==> config.mk <==
export PLATFORM = sky130hd
export DESIGN_NAME = nf10_rx_timestamp
export DESIGN_NICKNAME = d
export VERILOG_FILES = /design/src/rtl/nf10_rx_timestamp.sv
export SDC_FILE = /design/constraint.sdc
export NUM_CORES = 2
export LEC_CHECK = 0
export BUFFER_PORTS_ARGS = -buffer_cell sky130_fd_sc_hd__buf_2
export CAP_MARGIN = 20
export CELL_PAD_IN_SITES_DETAIL_PLACEMENT = 2
export CELL_PAD_IN_SITES_GLOBAL_PLACEMENT = 2
export CORE_AREA = 2 2 385 387
export DETAILED_ROUTE_END_ITERATION = 16
export DIE_AREA = 0 0 387 389
export GPL_ROUTABILITY_DRIVEN = 0
export PLACE_DENSITY_LB_ADDON = 0.05
export SETUP_SLACK_MARGIN = 0.15
export SLEW_MARGIN = 20
export SYNTH_ARGS = -nofsm -noshare
export SYNTH_HDL_FRONTEND = slang
export SYNTH_SLANG_ARGS = --single-unit
==> constraint.sdc <==
create_clock -name axi_aclk -period 4.2 [get_ports axi_aclk]
set_input_delay 0.42 -clock axi_aclk [delete_from_list [all_inputs] [get_ports axi_aclk]]
set_output_delay 0.42 -clock axi_aclk [all_outputs]
set_load 0.01 [all_outputs]
==> src/rtl/nf10_rx_timestamp.sv <==
// nf10_rx_timestamp
// Ingress stage that sits directly in front of nf10_packet_cutter. It accepts
// 256-bit AXI-Stream beats and writes a free-running 64-bit arrival timestamp
// into TUSER on the first beat of every packet. Every other field passes
// through untouched. The egress side is fully registered: one output register
// backed by one skid register, so the stage sustains one beat per cycle while
// s_axis_tready still comes straight from a flop.
//
// Optional feature, enabled by defining RX_TS_DELTA_EN:
//   First beats also carry the low 32 bits of the inter-arrival delta
//   (timestamp at this SOP minus timestamp at the previous SOP) in
//   tuser[TS_LSB+95:TS_LSB+64]. The first packet after reset or after a
//   timestamp load carries a delta of zero. Without the macro no delta logic
//   is built and those tuser bits pass through unchanged.

module nf10_rx_timestamp #(
    parameter int          C_AXIS_DATA_WIDTH  = 256,
    parameter int          C_AXIS_TUSER_WIDTH = 128,
    parameter int          TS_LSB             = 32,
    parameter logic [31:0] TS_INC             = 32'h0000_0005
) (
    input  logic                              axi_aclk,
    input  logic                              axi_resetn,

    input  logic [C_AXIS_DATA_WIDTH-1:0]      s_axis_tdata,
    input  logic [C_AXIS_DATA_WIDTH/8-1:0]    s_axis_tstrb,
    input  logic [C_AXIS_TUSER_WIDTH-1:0]     s_axis_tuser,
    input  logic                              s_axis_tvalid,
    output logic                              s_axis_tready,
    input  logic                              s_axis_tlast,

    output logic [C_AXIS_DATA_WIDTH-1:0]      m_axis_tdata,
    output logic [C_AXIS_DATA_WIDTH/8-1:0]    m_axis_tstrb,
    output logic [C_AXIS_TUSER_WIDTH-1:0]     m_axis_tuser,
    output logic                              m_axis_tvalid,
    input  logic                              m_axis_tready,
    output logic                              m_axis_tlast,

    input  logic                              ts_load,
    input  logic [63:0]                       ts_load_value,
    output logic [63:0]                       ts_now,
    output logic [31:0]                       pkt_count
);

    localparam int StrbWidth = C_AXIS_DATA_WIDTH / 8;

    // The timestamp field has to fit inside tuser; refuse to elaborate otherwise.
    if (TS_LSB + 63 >= C_AXIS_TUSER_WIDTH) begin : gTsFieldCheck
        $error("nf10_rx_timestamp: TS_LSB+63 must be below C_AXIS_TUSER_WIDTH");
    end

`ifdef RX_TS_DELTA_EN
    // The delta field sits directly above the timestamp and must fit as well.
    if (TS_LSB + 95 >= C_AXIS_TUSER_WIDTH) begin : gDeltaFieldCheck
        $error("nf10_rx_timestamp: TS_LSB+95 must be below C_AXIS_TUSER_WIDTH");
    end
`endif

    // One AXI-Stream beat as it travels through the output/skid registers.
    typedef struct packed {
        logic [C_AXIS_DATA_WIDTH-1:0]  data;
        logic [StrbWidth-1:0]          strb;
        logic [C_AXIS_TUSER_WIDTH-1:0] user;
        logic                          last;
    } beat_t;

    // Timestamp counter and packet counter.
    logic [63:0] tsCount_q;
    logic [63:0] tsCount_d;
    logic [31:0] pktCount_q;
    logic [31:0] pktCount_d;

    // Start-of-packet tracking: high when the next accepted beat opens a packet.
    logic        sop_q;
    logic        sop_d;

    // Output register, skid register and the registered ingress ready.
    beat_t       outBeat_q;
    beat_t       outBeat_d;
    logic        outValid_q;
    logic        outValid_d;
    beat_t       skidBeat_q;
    beat_t       skidBeat_d;
    logic        skidValid_q;
    logic        skidValid_d;
    logic        ready_q;
    logic        ready_d;

    // Ingress beat after stamping.
    logic                          acceptBeat;
    logic [C_AXIS_TUSER_WIDTH-1:0] stampedUser;
    beat_t                         inBeat;

`ifdef RX_TS_DELTA_EN
    // Timestamp captured at the previous SOP and whether it is meaningful.
    logic [31:0] prevSopTs_q;
    logic [31:0] prevSopTs_d;
    logic        deltaValid_q;
    logic        deltaValid_d;
    logic [31:0] deltaNow;
`endif

    assign acceptBeat = s_axis_tvalid && ready_q;

`ifdef RX_TS_DELTA_EN
    // Inter-arrival delta for a packet starting this cycle; zero when there is
    // no valid earlier SOP since reset or since the last counter load.
    always_comb begin
        deltaNow = 32'd0;
        if (deltaValid_q) begin
            deltaNow = tsCount_q[31:0] - prevSopTs_q;
        end
    end
`endif

    // Replace the timestamp field on the first beat of a packet; any other beat
    // keeps its tuser exactly as it arrived.
    always_comb begin
        stampedUser = s_axis_tuser;
        if (sop_q) begin
            stampedUser[TS_LSB+63:TS_LSB] = tsCount_q;
`ifdef RX_TS_DELTA_EN
            stampedUser[TS_LSB+95:TS_LSB+64] = deltaNow;
`endif
        end
    end

    assign inBeat = '{data: s_axis_tdata,
                      strb: s_axis_tstrb,
                      user: stampedUser,
                      last: s_axis_tlast};

    // Counter next-state: load wins over the per-cycle increment; packet
    // boundaries are tracked purely from accepted ingress beats.
    always_comb begin
        tsCount_d  = tsCount_q + {32'd0, TS_INC};
        sop_d      = sop_q;
        pktCount_d = pktCount_q;
        if (ts_load) begin
            tsCount_d = ts_load_value;
        end
        if (acceptBeat) begin
            sop_d = s_axis_tlast;
            if (s_axis_tlast) begin
                pktCount_d = pktCount_q + 32'd1;
            end
        end
    end

    // Output pipeline next-state. When the output register can advance, a
    // waiting skid beat always goes first so ordering is preserved; a beat that
    // arrives while the output is stalled parks in the skid, which in turn
    // drops ready for the following cycle.
    always_comb begin
        outBeat_d   = outBeat_q;
        outValid_d  = outValid_q;
        skidBeat_d  = skidBeat_q;
        skidValid_d = skidValid_q;
        if (!outValid_q || m_axis_tready) begin
            if (skidValid_q) begin
                outBeat_d   = skidBeat_q;
                outValid_d  = 1'b1;
                skidValid_d = 1'b0;
            end else if (acceptBeat) begin
                outBeat_d  = inBeat;
                outValid_d = 1'b1;
            end else begin
                outValid_d = 1'b0;
            end
        end else if (acceptBeat) begin
            skidBeat_d  = inBeat;
            skidValid_d = 1'b1;
        end
        ready_d = !skidValid_d;
    end

    // State registers for counters, SOP tracking and the output/skid pipeline.
    always_ff @(posedge axi_aclk or negedge axi_resetn) begin
        if (!axi_resetn) begin
            tsCount_q   <= 64'd0;
            pktCount_q  <= 32'd0;
            sop_q       <= 1'b1;
            outBeat_q   <= '0;
            outValid_q  <= 1'b0;
            skidBeat_q  <= '0;
            skidValid_q <= 1'b0;
            ready_q     <= 1'b0;
        end else begin
            tsCount_q   <= tsCount_d;
            pktCount_q  <= pktCount_d;
            sop_q       <= sop_d;
            outBeat_q   <= outBeat_d;
            outValid_q  <= outValid_d;
            skidBeat_q  <= skidBeat_d;
            skidValid_q <= skidValid_d;
            ready_q     <= ready_d;
        end
    end

`ifdef RX_TS_DELTA_EN
    // Remember the timestamp of each SOP; a counter load invalidates it so the
    // next packet reports a zero delta instead of a meaningless difference.
    always_comb begin
        prevSopTs_d  = prevSopTs_q;
        deltaValid_d = deltaValid_q;
        if (acceptBeat && sop_q) begin
            prevSopTs_d  = tsCount_q[31:0];
            deltaValid_d = 1'b1;
        end
        if (ts_load) begin
            deltaValid_d = 1'b0;
        end
    end

    // Delta bookkeeping registers.
    always_ff @(posedge axi_aclk or negedge axi_resetn) begin
        if (!axi_resetn) begin
            prevSopTs_q  <= 32'd0;
            deltaValid_q <= 1'b0;
        end else begin
            prevSopTs_q  <= prevSopTs_d;
            deltaValid_q <= deltaValid_d;
        end
    end
`endif

    assign s_axis_tready = ready_q;
    assign m_axis_tvalid = outValid_q;
    assign m_axis_tdata  = outBeat_q.data;
    assign m_axis_tstrb  = outBeat_q.strb;
    assign m_axis_tuser  = outBeat_q.user;
    assign m_axis_tlast  = outBeat_q.last;
    assign ts_now        = tsCount_q;
    assign pkt_count     = pktCount_q;

endmodule

==> qor.txt <==
Startpoint Class - flip-flop
clock power share - 0.340
Worst Hold Class - in2reg
initial antenna violation count - 64
asr flop ratio synth - 1.00
final setup vio count - 0
Design Area, Final - 55700 um^2
Yosys reg bits - 934
Setup TNS Final - 0 ns
Sequential Area - 23400 um^2
Comb power frac - 0.235
Bufs and invs on worst path - 0
Switching Fraction - 0.319
most frequent CP cell - o31a_1
Final nets - 5370
clk buf depth - 3
clk root buf - clkbuf_16
area share of the largest cell type after synthesis - 0.583
synth warn - 0
synth top area cells - dfrtp_1 58%, mux2i_1 11%, mux2_2 10%, o21ai_0 6.6%, nand2_1 5.4%
fmax - 349 MHz
Worst Hold Endpoint - skidBeat_q[93]$_DFFE_PN0P_
Synth area leader - dfrtp_1
synth unique cells - 44
H-tree depth - 3
Top Ports - 1001
Reg power frac - 0.424
Final WS setup - 1.34 ns
first-pass GRT wire length - 245000 um
DR WL/cell - 23.7 um
routed wire length - 164000 um
Reg2Reg Setup Slack - 1.34 ns
Worst R2R End - ts_now[57]$_DFF_PN0_
CP Capture Type - flip-flop
vias in the first global route - 35.7k
worst path cell trace - nand4_1 > nand4b_4 > or4_1 > o31a_1 > o31a_1
largest net degree at the start of global routing - 142
Multi-input gate area - 15800 um^2
TritonCTS Buffers - 116
mapped cell area - 40100 um^2
power per cell area - 542 nW/um^2
initial core utilization - 0.273
Post-DP HPWL - 120000 um
synth cell count leaders - 933 x dfrtp_1, 572 x nand2_1, 526 x o21ai_0, 421 x mux2i_1, 357 x mux2_2
unrepaired setup endpoints after global routing - false
via count - 32.6k
core area - 147000 um^2
Slew headroom - 0.318
critical path arrival - 3.46 ns
layout cells sized above 1 - 0.324
critical hold path startpoint - s_axis_tuser[92]
clock sinks - 934
Vias/cell - 4.71
Seq/Total Area, Yosys - 0.584
top_reg_cell synth - dfrtp_1
CP max-delay cell - or4_1
Req. time, crit path - 4.80 ns
r2r startpoint - ts_now[3]$_DFF_PN0_
Least-Margin Pin Slew - 1.02 ns
total die area - 151000 um^2
Crit Path Max Fanout - 11
Lkg Pwr - 25.6 nW
# rows - 141
Final ANT Viol Nets - 0
clk_lat worst skew - 0.72 ns
grt ovf - 0
drt pass-1 iters - 5
status - finished, final reports clean
most frequent cell after synthesis - dfrtp_1
Hold Vio Cnt, Final - 0
Final Max Tran Viols - 0
Layout Utilization - 0.380
worst vdd ir - 0.000316 V
Die W - 387 um
Total GRT Usage - 0.216
Largest delay share family, worst path - simple AND/OR/NAND/NOR gates
First DRT Iteration DRCs - 1086
DRC - 0
clock transition at the registers of the reported paths - 0.06 ns
hold depth - 3
number of post-CTS setup repair buffers - 0
clk_skew - 0.0275 ns
Final min period - 2.86 ns
critical path type - reg2reg
fill count - 15.6k
Place WS - 1.30 ns
cells after synthesis - 3502
die height - 389 um
Post-DP Area - 47400 um^2
MaxCap Viol Count - 0
reg2reg path depth - 5
net switching power - 0.00962 W
Final period util - 0.682
Post-synth EDFFs - 0
I/O Buffers - 1000
Syn Area/Cell - 11.4 um^2
Area Overhead vs Synth - 39.1%
cell-internal power - 0.0206 W
syn_nets - 3990
Largest stage delay, worst path - 0.76 ns
CTS tree - built
==> power groups by stage <==
stage / sequential (W) / clock [W] / combinational (W)
after floorplan: 0.0132 / 0 / 0.00303
after global routing: 0.0132 / 0.0110 / 0.00786
after CTS: 0.0128 / 0.0107 / 0.00730
after global placement: 0.0128 / 0 / 0.00674
final: 0.0128 / 0.0103 / 0.00711
after detailed placement: 0.0130 / 0 / 0.00690
==> placed cells by master, fill, tap and decap left out, types with 67 or more instances in the layout <==
cell type / count
buf_2: 998
dfrtp_1: 932
nand2_1: 571
o21ai_0: 526
dlygate4sd3_1: 440
mux2i_1: 421
mux2_2: 357
clkbuf_16: 117
nor2_1: 91
a21oi_1: 67
==> worst reg2reg max path: stages, from the launching register on <==
cell,delay [ns]
dfrtp_1,0.46
nand4_1,0.46
nand4b_4,0.45
or4_1,0.76
o31a_1,0.34
o31a_1,0.27
==> how the worst max path moves through the flow <==
stage	startpoint	to	depth (start not counted)
floorplan	ts_now[2]$_DFF_PN0_	ts_now[57]$_DFF_PN0_	8
global placement	ts_now[3]$_DFF_PN0_	ts_now[57]$_DFF_PN0_	5
detailed placement	ts_now[3]$_DFF_PN0_	ts_now[57]$_DFF_PN0_	5
CTS	ts_now[3]$_DFF_PN0_	ts_now[57]$_DFF_PN0_	5
global route	ts_now[3]$_DFF_PN0_	ts_now[57]$_DFF_PN0_	5
finish	ts_now[3]$_DFF_PN0_	ts_now[57]$_DFF_PN0_	5
==> flip-flops by register name (all words and copies together), names as in the netlist <==
signal         cells
sop_q              1
ts_now            64
m_axis_tdata     256
skidBeat_q       417
m_axis_tstrb      32
s_axis_tready      1
pkt_count         32
m_axis_tvalid      1
m_axis_tuser     128
skidValid_q        1
m_axis_tlast       1
==> area by class of cell <==
cell class	instances	area share
Sequential cell	934	0.420
Multi-Input combinational cell	2321	0.283
Timing Repair Buffer	1499	0.183
Clock buffer	174	0.0612
Tap cell	1930	0.0433
Clock inverter	40	0.00835
Antenna cell	22	0.000988
Inverter	10	0.000674
==> stage by stage <==
| stage | total power, W | std cells | hold WS [ns] |
|---|---|---|---|
| floorplan | 0.0162 | 3502 | 0.124 |
| global placement | 0.0196 | 6254 | 0.456 |
| detailed placement | 0.0199 | 6254 | 0.456 |
| CTS | 0.0308 | 6908 | 0.00115 |
| global route | 0.0320 | 6924 | 0.0484 |
| finish | 0.0302 | 6930 | 0.0664 |
==> per-layer routing <==
metal / vias to the layer above / share of wire / GRT usage
met5: - / 0.0018 / 0
met4: 48 / 0.029 / 0.0675
met3: 268 / 0.061 / 0.0588
met2: 758 / 0.49 / 0.367
met1: 16600 / 0.42 / 0.264
li1: 15000 / - / -
==> what timing repair did <==
action,CTS,global route
hold buffers,440,0
hold endpoints to repair,833,0
endpoints found under the setup margin,0,0
gates resized for setup,0,0
==> logic make-up (layout without fill, tap and decap cells) <==
kind of cell / count (synthesis) / count (layout) / share of synthesized area
XOR/XNOR: 73 / 73 / 0.0160
adder cells (fa/ha/maj): 2 / 2 / 0.000625
buffers and inverters: 247 / 1723 / 0.0235
AO/OA/AOI/OAI: 619 / 619 / 0.0795
flip-flops: 934 / 934 / 0.584
AND/OR/NAND/NOR: 849 / 849 / 0.0913
multiplexers: 778 / 778 / 0.206
other: 0 / 22 / 0
No activity file was read; power rests on OpenSTA's default activity.
